===== src/rtl/if_fetch_stage.sv =====
// Instruction-fetch stage with IF/ID pipeline register.
// Talks to a variable-latency instruction memory over req/ready and honours freeze and branch redirect.
module if_fetch_stage #(
  parameter logic [31:0] RESET_PC  = 32'h0000_0000,
  parameter logic [31:0] NOP_INSTR = 32'h0000_0000
) (
  input  logic        clk,
  input  logic        rst,
  input  logic        freeze,
  input  logic        branch_taken,
  input  logic [31:0] branch_addr,
  output logic        imem_req,
  output logic [31:0] imem_addr,
  input  logic        imem_ready,
  input  logic [31:0] imem_rdata,
  output logic        if_id_valid,
  output logic [31:0] if_id_pc,
  output logic [31:0] if_id_instr
);

  typedef enum logic [1:0] {FETCH, HOLD, DISCARD} state_t;

  state_t      state;
  logic [31:0] redirect_addr;
  logic [31:0] hold_instr;
  logic [31:0] hold_pc;
  logic        take_branch;
  logic        handshake;
  logic [31:0] next_addr;

  // Request is gated by reset so the memory sees it drop immediately on rst=0.
  assign imem_req    = rst && (state != HOLD);
  assign take_branch = branch_taken && !freeze;
  assign handshake   = imem_req && imem_ready;
  assign next_addr   = imem_addr + 32'd4;

  always_ff @(posedge clk or negedge rst) begin
    if (!rst) begin
      state         <= FETCH;
      imem_addr     <= RESET_PC;
      redirect_addr <= RESET_PC;
      hold_instr    <= NOP_INSTR;
      hold_pc       <= 32'h0;
      if_id_valid   <= 1'b0;
      if_id_pc      <= 32'h0;
      if_id_instr   <= NOP_INSTR;
    end else begin
      case (state)
        FETCH: begin
          if (take_branch) begin
            if_id_valid <= 1'b0;
            if_id_pc    <= 32'h0;
            if_id_instr <= NOP_INSTR;
            if (handshake) begin
              imem_addr <= branch_addr;
            end else begin
              redirect_addr <= branch_addr;
              state         <= DISCARD;
            end
          end else if (freeze) begin
            // Park the returned word so nothing is lost while ID is stalled.
            if (handshake) begin
              hold_instr <= imem_rdata;
              hold_pc    <= next_addr;
              imem_addr  <= next_addr;
              state      <= HOLD;
            end
          end else if (handshake) begin
            if_id_valid <= 1'b1;
            if_id_pc    <= next_addr;
            if_id_instr <= imem_rdata;
            imem_addr   <= next_addr;
          end else begin
            if_id_valid <= 1'b0;
            if_id_pc    <= 32'h0;
            if_id_instr <= NOP_INSTR;
          end
        end

        HOLD: begin
          if (take_branch) begin
            imem_addr   <= branch_addr;
            if_id_valid <= 1'b0;
            if_id_pc    <= 32'h0;
            if_id_instr <= NOP_INSTR;
            state       <= FETCH;
          end else if (!freeze) begin
            if_id_valid <= 1'b1;
            if_id_pc    <= hold_pc;
            if_id_instr <= hold_instr;
            state       <= FETCH;
          end
        end

        DISCARD: begin
          if (!freeze) begin
            if_id_valid <= 1'b0;
            if_id_pc    <= 32'h0;
            if_id_instr <= NOP_INSTR;
          end
          // A branch arriving on the completion cycle is the newest target.
          if (handshake) begin
            imem_addr <= take_branch ? branch_addr : redirect_addr;
            state     <= FETCH;
          end else if (take_branch) begin
            redirect_addr <= branch_addr;
          end
        end

        default: state <= FETCH;
      endcase
    end
  end

endmodule


===== config.mk =====
export PLATFORM = sky130hd
export DESIGN_NAME = if_fetch_stage
export DESIGN_NICKNAME = d
export VERILOG_FILES = /design/src/rtl/if_fetch_stage.sv
export SDC_FILE = /design/constraint.sdc
export NUM_CORES = 1
export LEC_CHECK = 0
export ABC_AREA = 1
export BUFFER_PORTS_ARGS = -buffer_cell sky130_fd_sc_hd__buf_4
export CAP_MARGIN = 10
export CELL_PAD_IN_SITES_DETAIL_PLACEMENT = 0
export CELL_PAD_IN_SITES_GLOBAL_PLACEMENT = 2
export CORE_MARGIN = 5
export CORE_UTILIZATION = 35
export CTS_CLUSTER_SIZE = 25
export DETAILED_ROUTE_END_ITERATION = 10
export PLACE_DENSITY = 0.88
export SYNTH_ARGS = -nofsm -noshare
export SYNTH_HDL_FRONTEND = slang
export SYNTH_SLANG_ARGS = --single-unit
export TNS_END_PERCENT = 10

===== constraint.sdc =====
create_clock -name clk -period 2.9 [get_ports clk]
set_input_delay 0.435 -clock clk [delete_from_list [all_inputs] [get_ports clk]]
set_output_delay 0.435 -clock clk [all_outputs]
set_load 0.02 [all_outputs]

Yosys cells after proc, flatten, opt, wreduce, memory -nomap -nowiden

Cells that the tools add are included.

$add $sub $neg: 1
Equal/unequal tests: 15
Muxes and demuxes: 39
Bitwise operators: 1
Reduce and logical (&&, ||, !) cells: 12

Operators by type and width:

| kind                    | number |
|---|---|
| $mux W32                | 20 |
| $pmux W32 S3            | 3 |
| $pmux W32 S2            | 1 |
| $add A32 B3 Y32 const B | 1 |
| $reduce_and A4 Y1       | 4 |
| $ne A3 B3 Y1 const B    | 5 |
| $mux W2                 | 7 |
| $ne A2 B2 Y1 const B    | 7 |
| $mux W1                 | 6 |
| $pmux W2 S3             | 1 |
| $reduce_and A5 Y1       | 1 |
| $logic_and A1 B1 Y1     | 3 |
| $pmux W1 S3             | 1 |
| $reduce_bool A3 Y1      | 1 |
| $eq A2 B1 Y1 const B    | 1 |
| $eq A2 B2 Y1 const B    | 1 |
| $logic_not A2 Y1        | 1 |
| $ne A2 B1 Y1 const B    | 1 |
| $reduce_bool A2 Y1      | 1 |
| $logic_not A1 Y1        | 1 |
| $not A1 Y1              | 1 |

Flip-flop bits (word level): 195
Output and inout port bits: 98

Depth between registers and ports, before layout

Gate-level depths: netlist (run 1).

Depth after elaboration: 7
Gate-level depth with buffers: 12
Gate-level depth less buffers: 12

Worst setup path before layout (run 1)

Ideal clock, no wire load.

Kind: reg2reg
Start: register state[1]
End: register hold_instr[22]
Library setup time: 116 ps
Arrival: 1786 ps
Data required time: 2784 ps
Slack: 997 ps
Cell stages (with the launch flop): 12
Path buffers: 3
Period minus slack after synthesis: 1903 ps
Cell sequence: dfrtp_1 > inv_1 > ha_1 > buf_2 > nor2_4 > nand2_2 > nor3_4 > inv_2 > buf_2 > buf_2 > nand2_1 > nand2_1

Longest elaborated chain between the ends: 4
Elaborated cells between the ends (all ways): 5
Classes of those cells: eq/ne (1); reduce/logical (4)

RTL lines:

| item                               | RTL line | text |
|---|---|---|
| from (decl)                        | 23       | `state_t state;` |
| from (signal assigned)             | 39       | `state <= FETCH;` |
| from (signal assigned)             | 58       | `state <= DISCARD;` |
| from (signal assigned)             | 66       | `state <= HOLD;` |
| $ne A2 B1 Y1                       | 32       | `assign imem_req = rst && (state != HOLD);` |
| $logic_and A1 B1 Y1                | 32       |  |
| via imem_req                       | 12       | `output logic imem_req,` |
| $logic_and A1 B1 Y1                | 34       | `assign handshake = imem_req && imem_ready;` |
| $reduce_and A4 Y1 (no source line) | --       |  |
| to (signal assigned)               | 63       | `hold_instr <= imem_rdata;` |
| to (decl)                          | 25       | `logic [31:0] hold_instr;` |

The timed path passes the listed nets, and every way through them passes these cells.
A chain may end at the register's enable or synchronous reset.

Final worst setup path (run 1)

Start: register state[0]
End: register if_id_pc[31]

Longest elaborated chain between the ends: 7
Elaborated cells between the ends (all ways): 15
Classes of those cells: eq/ne (6); mux (4); reduce/logical (5)

RTL lines:

| item                 | RTL line | text |
|---|---|---|
| $ne A2 B1 Y1         | 32       |  |
| $logic_and A1 B1 Y1  | 32       |  |
| $logic_and A1 B1 Y1  | 34       |  |
| $mux W32             | 68       | `end else if (handshake) begin` |
| $mux W32             | 60       | `end else if (freeze) begin` |
| $mux W32             | 50       | `if (take_branch) begin` |
| $pmux W32 S3         | 48       | `case (state)` |
| to (signal assigned) | 70       | `if_id_pc <= next_addr;` |
| to (signal assigned) | 89       | `if_id_pc <= hold_pc;` |
| to (decl)            | 17       | `output logic [31:0] if_id_pc,` |

Parallel ways exist; a longest one is shown, timed or not. The select of a mux whose other input is x is not followed.

==> impl_metrics.toml, run 1 <==
[outcome]
status = "finished clean"

[layout]
fin_cells = 1943
register_area_mm2 = 0.00488
num-fill-cells = 3028
layout_commonest_cell = "nand2_1"
area_growth_pct = 22.0
final_cell_area_mm2 = 0.0126
drive_above_1_share_pct = 15.3
multi_input_area_mm2 = 0.00458
final_cell_mix = "nand2_1, dfrtp_1, buf_4, a21oi_1, nor2_1"
layout.nets = 1620
antenna-diode-count = 0

[sta]
hold_violations = 0
holdWs_ps = 190
max_slew.worst_pin.slew_ps = 940
fmaxAchievable_mhz = 445
drv_slew = 0
fin_skew_ps = 17.2
maxSlewHeadroom_pct = 37.4
period_share_pct = 77.5
final-setup-viol-count = 0
finalCriticalPeriod_ps = 2250
rsz0062_at_grt = "false"
setup_tns_ps = 0

[logic_synthesis]
synth-edff-count = 0
synthMuxAreaShare_pct = 0
synth_area_mm2 = 0.0103
netlist_instances = 1420
synthFlopType = "dfrtp_1"
synth_simple_gate_area_share_pct = 25.6
synth_xor_area_share_pct = 1.19
yosys_warnings = 0
synth_top_cell_by_area = "dfrtp_1"
syn_avg_cell_area_um2 = 7.26
synth_top_area_share_pct = 47.3
synthAdderAreaFrac_pct = 0.607
synth_cell_type_count = 29
synth_top_family_by_area = "simple AND/OR/NAND/NOR gates"
yosysSeqAreaShare_pct = 47.3
synth_compound_area_share_pct = 17.0
syn_nets = 1494
async_flop_share_pct = 100
synth.area.top_cells = "dfrtp_1, nand2_1, a21oi_1, o21ai_0, nor2_1"
ys_seq_elements = 195

[clock_network]
cts_buffers = 17
h-tree-depth = 4
cts-resized-gates = 0
clk_pin_slew_ps = 90
clockBufferDepth = 2
cts_tree = "built"
clk_latency_ps = 440
cts_sinks = 195
clockRootBuffer = "clkbuf_16"

[critical_path]
crit_type = "flop to flop"
start_kind = "flop"
r2r_setup_slack_ps = 650
cp_max_fo = 67
cp.required_ps = 3240
worst_setup_path_end_kind = "flop"
arrival_ps = 2580
reg2reg_depth = 11

[place]
gp_congestion = 0.807
dp_hpwl_um = 22200
placedInstanceArea_mm2 = 0.0119
placedCellCount = 1910
port_buffers = 166

[hold_path]
hp-class = "input pin to flop"
worstHoldPathCells = 3

[pwr]
comb_power_share_pct = 51.2
clkPwrFrac_pct = 16.7
p_int_w = 0.00808
power_leakage_nw = 6.24
finalPower_w = 0.0155
p_sw_share_pct = 47.8
p_switching_w = 0.00740
power_density_mw_per_mm2 = 1230
irDropWorstVdd_mv = 0.516
pwr-share-seq_pct = 32.2

[floorplan]
io_pins = 167
dieArea_mm2 = 0.0330
die_h_um = 182
die_w_um = 182
core_mm2 = 0.0289
row_count = 62
start_util_pct = 35.7

[detailed_routing]
vias = 9629
drtIter0Drc = 708
firstDrtPassIters = 5
drc = 0
viasPerCell = 4.96
post_drt_wl_per_cell_um = 16.7
ant_nets = 0
wl_um = 32400

[global_routing]
overflow = 0
gr-usage-all-layers_pct = 19.5
grt_pass1_vias = 9088
antenna_found_initial = 0
grt_pass1_wl_um = 52000
grt_max_degree = 121

[run]
drv_cap = 0
-- cell usage after synthesis (9+ instances only) --
cell      instances
nand2_1         475
dfrtp_1         195
a21oi_1         164
nor2_1          129
inv_1           125
o21ai_0         121
buf_2            40
clkbuf_1         37
nand3_1          37
o211ai_1         27
a31oi_1          15
xor2_1            9
-- cell families after synthesis --
| group | after synthesis |
|---|---|
| xor+xnor | 14 |
| buf+inv | 212 |
| fa+ha+maj | 5 |
| compound gates | 331 |
| simple gates | 663 |
| flops | 195 |
-- metal layers --
layer	up-vias	part of all wire (%)	track usage, %
met5	-	0	0
met4	0	0.87	3.78
met3	17	4.8	3.10
met2	253	44	29.5
met1	4573	50	29.6
li1	4786	-	-
-- timing repair --
| item | 4_1_cts | 5_1_grt |
|---|---|---|
| endpoints found under the hold margin | 17 | 0 |
| buffers inserted | 0 | 0 |
| hold buffers | 1 | 0 |
-- cell type report --
class                           instances  share of cell area, %
Multi-Input combinational cell       1013                   36.4
Clock inverter                         15                   1.75
Clock buffer                           17                   3.38
Inverter                              131                   3.91
Timing Repair Buffer                  188                   11.9
Tap cell                              384                   3.82
Sequential cell                       195                   38.8
-- per-stage QoR --
step	worst slack [ps]	utilization (%)
floorplan	997	-
global placement	601	41.3
global route	420	43.6
finish	652	43.6
detailed placement	550	41.3
CTS	614	43.6
-- state kept, by name (all words and copies together), names as in the netlist --
register	count
redirect_addr	32
state	2
hold_pc	32
if_id_pc	32
if_id_instr	32
if_id_valid	1
imem_addr	32
hold_instr	32
-- critical path, cell delays in order, from the launching register on --
cell and delay, ps:
dfrtp_1 400, inv_1 110, ha_1 230, inv_2 280
a21oi_1 110, nor2_1 100, nand2_1 100, inv_2 90
buf_12 260, o21ai_0 130, a21oi_1 230, nor2_1 60
-- final timing paths --
path / startpoint / to
max: state[0] / if_id_pc[31]
min: imem_rdata[17] / hold_instr[17]
max reg2reg: state[0] / if_id_pc[31]
min reg2reg: hold_instr[10] / hold_instr[10]
max in group asynchronous: rst / if_id_pc[2]
min in group asynchronous: rst / redirect_addr[16]
-- power by group through the flow --
| stage | Clock, W | Sequential (W) | Combinational [W] |
|---|---|---|---|
| 6_report | 0.00258 | 0.00498 | 0.00792 |
| 2_1_floorplan | 0 | 0.00546 | 0.00462 |
| 5_1_grt | 0.00274 | 0.00515 | 0.00898 |
| 4_1_cts | 0.00264 | 0.00499 | 0.00801 |
| 3_5_place_dp | 0 | 0.00504 | 0.00798 |
| 3_3_place_gp | 0 | 0.00501 | 0.00789 |
Note: power is estimated with default switching activity, not from simulation.
==> run 2, diff against run 1 <==
--- a/config.mk
+++ b/config.mk
@@ -11,10 +11,10 @@
 export CELL_PAD_IN_SITES_DETAIL_PLACEMENT = 0
 export CELL_PAD_IN_SITES_GLOBAL_PLACEMENT = 2
 export CORE_MARGIN = 5
-export CORE_UTILIZATION = 35
+export CORE_UTILIZATION = 32
 export CTS_CLUSTER_SIZE = 25
 export DETAILED_ROUTE_END_ITERATION = 10
-export PLACE_DENSITY = 0.88
+export PLACE_DENSITY = 0.82
 export SYNTH_ARGS = -nofsm -noshare
 export SYNTH_HDL_FRONTEND = slang
 export SYNTH_SLANG_ARGS = --single-unit
==> constraint.sdc (replaced) <==
create_clock -name clk -period 2.1 [get_ports clk]
set_input_delay 0.315 -clock clk [delete_from_list [all_inputs] [get_ports clk]]
set_output_delay 0.315 -clock clk [all_outputs]
set_load 0.02 [all_outputs]
==> run 2 against run 1 <==
Sequential share of layout area is 1.4 points lower. Die area is 8.8% higher. Worst hold slack worse by 110 ps. Worst setup slack worse by 520 ps. Clock skew hardly changed. Highest routed layer unchanged.
==> impl_metrics.toml, run 2 (synthesized netlist as in run 1, its figures left out) <==
[sta]
period_share_pct = 93.8
drv_slew = 0
finalCriticalPeriod_ps = 1970
holdWs_ps = 76.4
final-setup-viol-count = 0
fmaxAchievable_mhz = 508
hold_violations = 0
rsz0062_at_grt = "true"
max_slew.worst_pin.slew_ps = 795
fin_skew_ps = 16.9
setup_tns_ps = 0
maxSlewHeadroom_pct = 47.0

[global_routing]
overflow = 0
grt_pass1_wl_um = 54200
grt_max_degree = 73
gr-usage-all-layers_pct = 19.0
grt_pass1_vias = 9400
antenna_found_initial = 0

[detailed_routing]
drc = 0
ant_nets = 0
post_drt_wl_per_cell_um = 16.9
viasPerCell = 4.81
vias = 9654
drtIter0Drc = 702
wl_um = 33900
firstDrtPassIters = 7

[critical_path]
arrival_ps = 2310
cp_max_fo = 16
cp.required_ps = 2440
crit_type = "flop to flop"
start_kind = "flop"
worst_setup_path_end_kind = "flop"

[outcome]
status = "finished clean"

[place]
gp_congestion = 0.809
port_buffers = 166
placedCellCount = 1972
dp_hpwl_um = 24200
placedInstanceArea_mm2 = 0.0124

[floorplan]
die_h_um = 189
io_pins = 167
dieArea_mm2 = 0.0359
core_mm2 = 0.0317
start_util_pct = 32.5
row_count = 65
die_w_um = 189

[pwr]
power_leakage_nw = 6.49
power_density_mw_per_mm2 = 1700
irDropWorstVdd_mv = 0.649
finalPower_w = 0.0222
pwr-share-seq_pct = 30.5
clkPwrFrac_pct = 15.0
p_int_w = 0.0119
comb_power_share_pct = 54.5
p_sw_share_pct = 46.5
p_switching_w = 0.0103

[clock_network]
cts_sinks = 195
cts_tree = "built"
clk_pin_slew_ps = 90
clockBufferDepth = 2
cts_buffers = 17
clockRootBuffer = "clkbuf_16"
h-tree-depth = 4
clk_latency_ps = 450

[layout]
drive_above_1_share_pct = 18.2
layout.nets = 1667
antenna-diode-count = 0
final_cell_area_mm2 = 0.0130
area_growth_pct = 26.5
fin_cells = 2008
layout_commonest_cell = "nand2_1"
final_cell_mix = "nand2_1, buf_4, dfrtp_1, a21oi_1, nor2_1"

[hold_path]
hp-class = "input pin to flop"

[run]
drv_cap = 0
[run 2: cell type report]
class | count | area [µm²]
tap | 402 | 503
clock inverter | 14 | 156
timing repair buffer | 235 | 1950
inverter | 131 | 500
fill | 3274 | 18700
clock buffer | 18 | 439
sequential | 195 | 4880
multi-input combinational | 1013 | 4610
[run 2: per-stage QoR]
step	utilization, %	setup WS (ps)
4_1_cts	40.9	26.3
2_1_floorplan	-	197
6_report	41.1	131
5_1_grt	41.1	-26.3
3_5_place_dp	39.0	-140
3_3_place_gp	39.0	-104
[run 2: path summary, 6_finish.rpt]
check	from	end	slack [ps]	depth (start not counted)
min in group asynchronous	rst	if_id_pc[31]	470	3
setup reg to reg	state[0]	if_id_pc[25]	130	11
max in group asynchronous	rst	if_id_instr[19]	510	4
setup / recovery	state[0]	if_id_pc[25]	130	11
hold reg to reg	hold_instr[14]	hold_instr[14]	470	2
hold / removal	imem_rdata[15]	hold_instr[15]	80	3
[run 2: timing repair]
action,4_1_cts,5_1_grt
endpoints found under the hold margin,18,0
resized for setup,2,11
endpoints found under the setup margin,3,61
pin swaps,0,0
hold buffers,1,0
setup buffers,0,3
[run 2: power groups by stage]
| stage | combinational (W) | sequential, W | clock [W] |
|---|---|---|---|
| final | 0.0121 | 0.00676 | 0.00333 |
| after global routing | 0.0136 | 0.00698 | 0.00360 |
| after CTS | 0.0121 | 0.00677 | 0.00345 |
| after detailed placement | 0.0120 | 0.00684 | 0 |
| after global placement | 0.0119 | 0.00681 | 0 |
| after floorplan | 0.00638 | 0.00753 | 0 |
[run 2: worst max-delay path, stage by stage, from the launching register on]
cell and delay, ps:
dfrtp_1 410, inv_1 110, ha_1 290, inv_2 80, a21oi_1 60, nor2_1 80, nand2_1 140, inv_4 230
buf_4 220, o21ai_0 100, inv_1 60, a21oi_1 60
[run 2: layer usage]
layer | track usage [%] | vias up | share of wire [%]
li1 | - | 4890 | -
met3 | 2.99 | 25 | 4.1
met4 | 4.45 | 0 | 1.5
met5 | 0 | - | 0
met2 | 29.6 | 203 | 45
met1 | 27.9 | 4536 | 49
==> run 3, diff against run 2 <==
--- a/config.mk
+++ b/config.mk
@@ -11,10 +11,11 @@
 export CELL_PAD_IN_SITES_DETAIL_PLACEMENT = 0
 export CELL_PAD_IN_SITES_GLOBAL_PLACEMENT = 2
 export CORE_MARGIN = 5
-export CORE_UTILIZATION = 32
+export CORE_UTILIZATION = 33
+export CTS_BUF_LIST = sky130_fd_sc_hd__clkbuf_8
 export CTS_CLUSTER_SIZE = 25
 export DETAILED_ROUTE_END_ITERATION = 10
-export PLACE_DENSITY = 0.82
+export PLACE_DENSITY = 0.84
 export SYNTH_ARGS = -nofsm -noshare
 export SYNTH_HDL_FRONTEND = slang
 export SYNTH_SLANG_ARGS = --single-unit
==> run 3 against run 2 <==
Register-to-register slack improved by 50 ps. Highest routed layer unchanged. Combinational power barely moved. Largest power group unchanged. Critical endpoint is now hold_pc[1]. Design area rose by 0.53%.
==> impl_metrics.toml, run 3 (synthesized netlist as in run 1, its figures left out) <==
[place]
dp_hpwl_um = 23600
post-place-ws_ps = -86.1
placedInstanceArea_mm2 = 0.0124
gp_congestion = 0.831
placedCellCount = 1965
port_buffers = 166

[layout]
antenna-diode-count = 0
num-fill-cells = 3199
layout_commonest_cell = "nand2_1"
area_growth_pct = 27.2
fin_cells = 2026
final_cell_area_mm2 = 0.0131
drive_above_1_share_pct = 17.7
final_cell_mix = "nand2_1, buf_4, dfrtp_1, a21oi_1, nor2_1"
layout.nets = 1692

[sta]
rsz0062_at_grt = "false"
setup_tns_ps = 0
maxSlewHeadroom_pct = 62.2
finalCriticalPeriod_ps = 1920
fmaxAchievable_mhz = 521
period_share_pct = 91.5
fin_ws_ps = 179
fin_skew_ps = 24.9
holdWs_ps = 43.5
max_slew.worst_pin.slew_ps = 566
final-setup-viol-count = 0
hold_violations = 0
drv_slew = 0

[run]
drv_cap = 0

[pwr]
power_density_mw_per_mm2 = 1620
p_switching_w = 0.0101
comb_power_share_pct = 56.4
pwr-share-seq_pct = 31.9
irDropWorstVdd_mv = 0.622
clkPwrFrac_pct = 11.7
power_leakage_nw = 6.51
p_sw_share_pct = 47.7
p_int_w = 0.0111

[critical_path]
crit_chain = "inv_1, ha_2, nor2_4, nand2_2, buf_4, nor3_4, inv_2, buf_12, nand2_1, o21ai_0"
arrival_ps = 2320
cp_max_fo = 31
crit_type = "flop to flop"
r2r_setup_slack_ps = 180
slowest_delay_ps = 410
worst_setup_path_end_kind = "flop"
cp_slowest_cell = "dfrtp_1"
start_kind = "flop"
cp.required_ps = 2500

[floorplan]
start_util_pct = 33.5
row_count = 64
core_mm2 = 0.0307
io_pins = 167
die_h_um = 187
dieArea_mm2 = 0.0349
die_w_um = 187

[detailed_routing]
ant_nets = 0
firstDrtPassIters = 5
drtIter0Drc = 571
viasPerCell = 4.80
drc = 0
vias = 9716
post_drt_wl_per_cell_um = 16.4
wl_um = 33300

[clock_network]
h-tree-depth = 4
clk_latency_ps = 510
clockRootBuffer = "clkbuf_8"
clk_pin_slew_ps = 110
clockBufferDepth = 2
cts_tree = "built"
cts_sinks = 195
cts_buffers = 17

[outcome]
status = "finished clean"

[global_routing]
overflow = 0
grt_pass1_vias = 9320
antenna_found_initial = 0
grt_max_degree = 100
gr-usage-all-layers_pct = 18.9
grt_pass1_wl_um = 53400

[hold_path]
hp-class = "input pin to flop"
==> run 3: timing repair <==
| item | 4_1_cts | 5_1_grt |
|---|---|---|
| setup buffers | 0 | 1 |
| endpoints found under the hold margin | 223 | 0 |
| pin swaps | 0 | 1 |
| endpoints found under the setup margin | 3 | 43 |
| resized for setup | 1 | 12 |
| hold buffers | 29 | 0 |
==> run 3: final timing paths <==
kind	startpoint	endpoint	cells past startpoint
setup / recovery	state[1]	hold_pc[1]	10
hold / removal	imem_rdata[25]	hold_instr[25]	3
setup reg to reg	state[1]	hold_pc[1]	10
hold reg to reg	hold_instr[20]	hold_instr[20]	2
max in group asynchronous	rst	imem_addr[8]	3
min in group asynchronous	rst	hold_pc[7]	3
==> run 3: stage by stage <==
step / power [W] / utilization (%)
6_report: 0.0212 / 42.6
3_3_place_gp: 0.0187 / 40.3
5_1_grt: 0.0232 / 42.6
3_5_place_dp: 0.0188 / 40.3
4_1_cts: 0.0214 / 42.5
2_1_floorplan: 0.0139 / -
==> run 3: metal layers <==
metal	track usage (%)	up-vias	part of all wire, %
li1	-	4928	-
met1	27.8	4552	50
met2	28.7	219	44
met3	4.28	17	5.3
met4	4.01	0	1.0
met5	0	-	0
==> run 3: power by group through the flow <==
stage / clock, W / combinational, W / sequential, W
2_1_floorplan: 0 / 0.00638 / 0.00753
3_3_place_gp: 0 / 0.0118 / 0.00685
3_5_place_dp: 0 / 0.0120 / 0.00687
4_1_cts: 0.00258 / 0.0121 / 0.00678
5_1_grt: 0.00272 / 0.0134 / 0.00699
6_report: 0.00248 / 0.0120 / 0.00678
==> run 3: final cells by class <==
class | instances | area, µm² | area share (%)
Sequential cell | 195 | 4880 | 37.2
Multi-Input combinational cell | 1013 | 4610 | 35.2
Timing Repair Buffer | 260 | 2240 | 17.1
Tap cell | 396 | 495 | 3.78
Inverter | 131 | 493 | 3.76
Clock buffer | 18 | 248 | 1.89
Clock inverter | 13 | 138 | 1.05
==> run 3: critical path: cells and delay by family (launching register included) <==
kind / cells / cell delay [ps]
compound gates: 1 / 70
fa+ha+maj: 1 / 210
buf+inv: 4 / 590
simple gates: 4 / 520
flops: 1 / 410
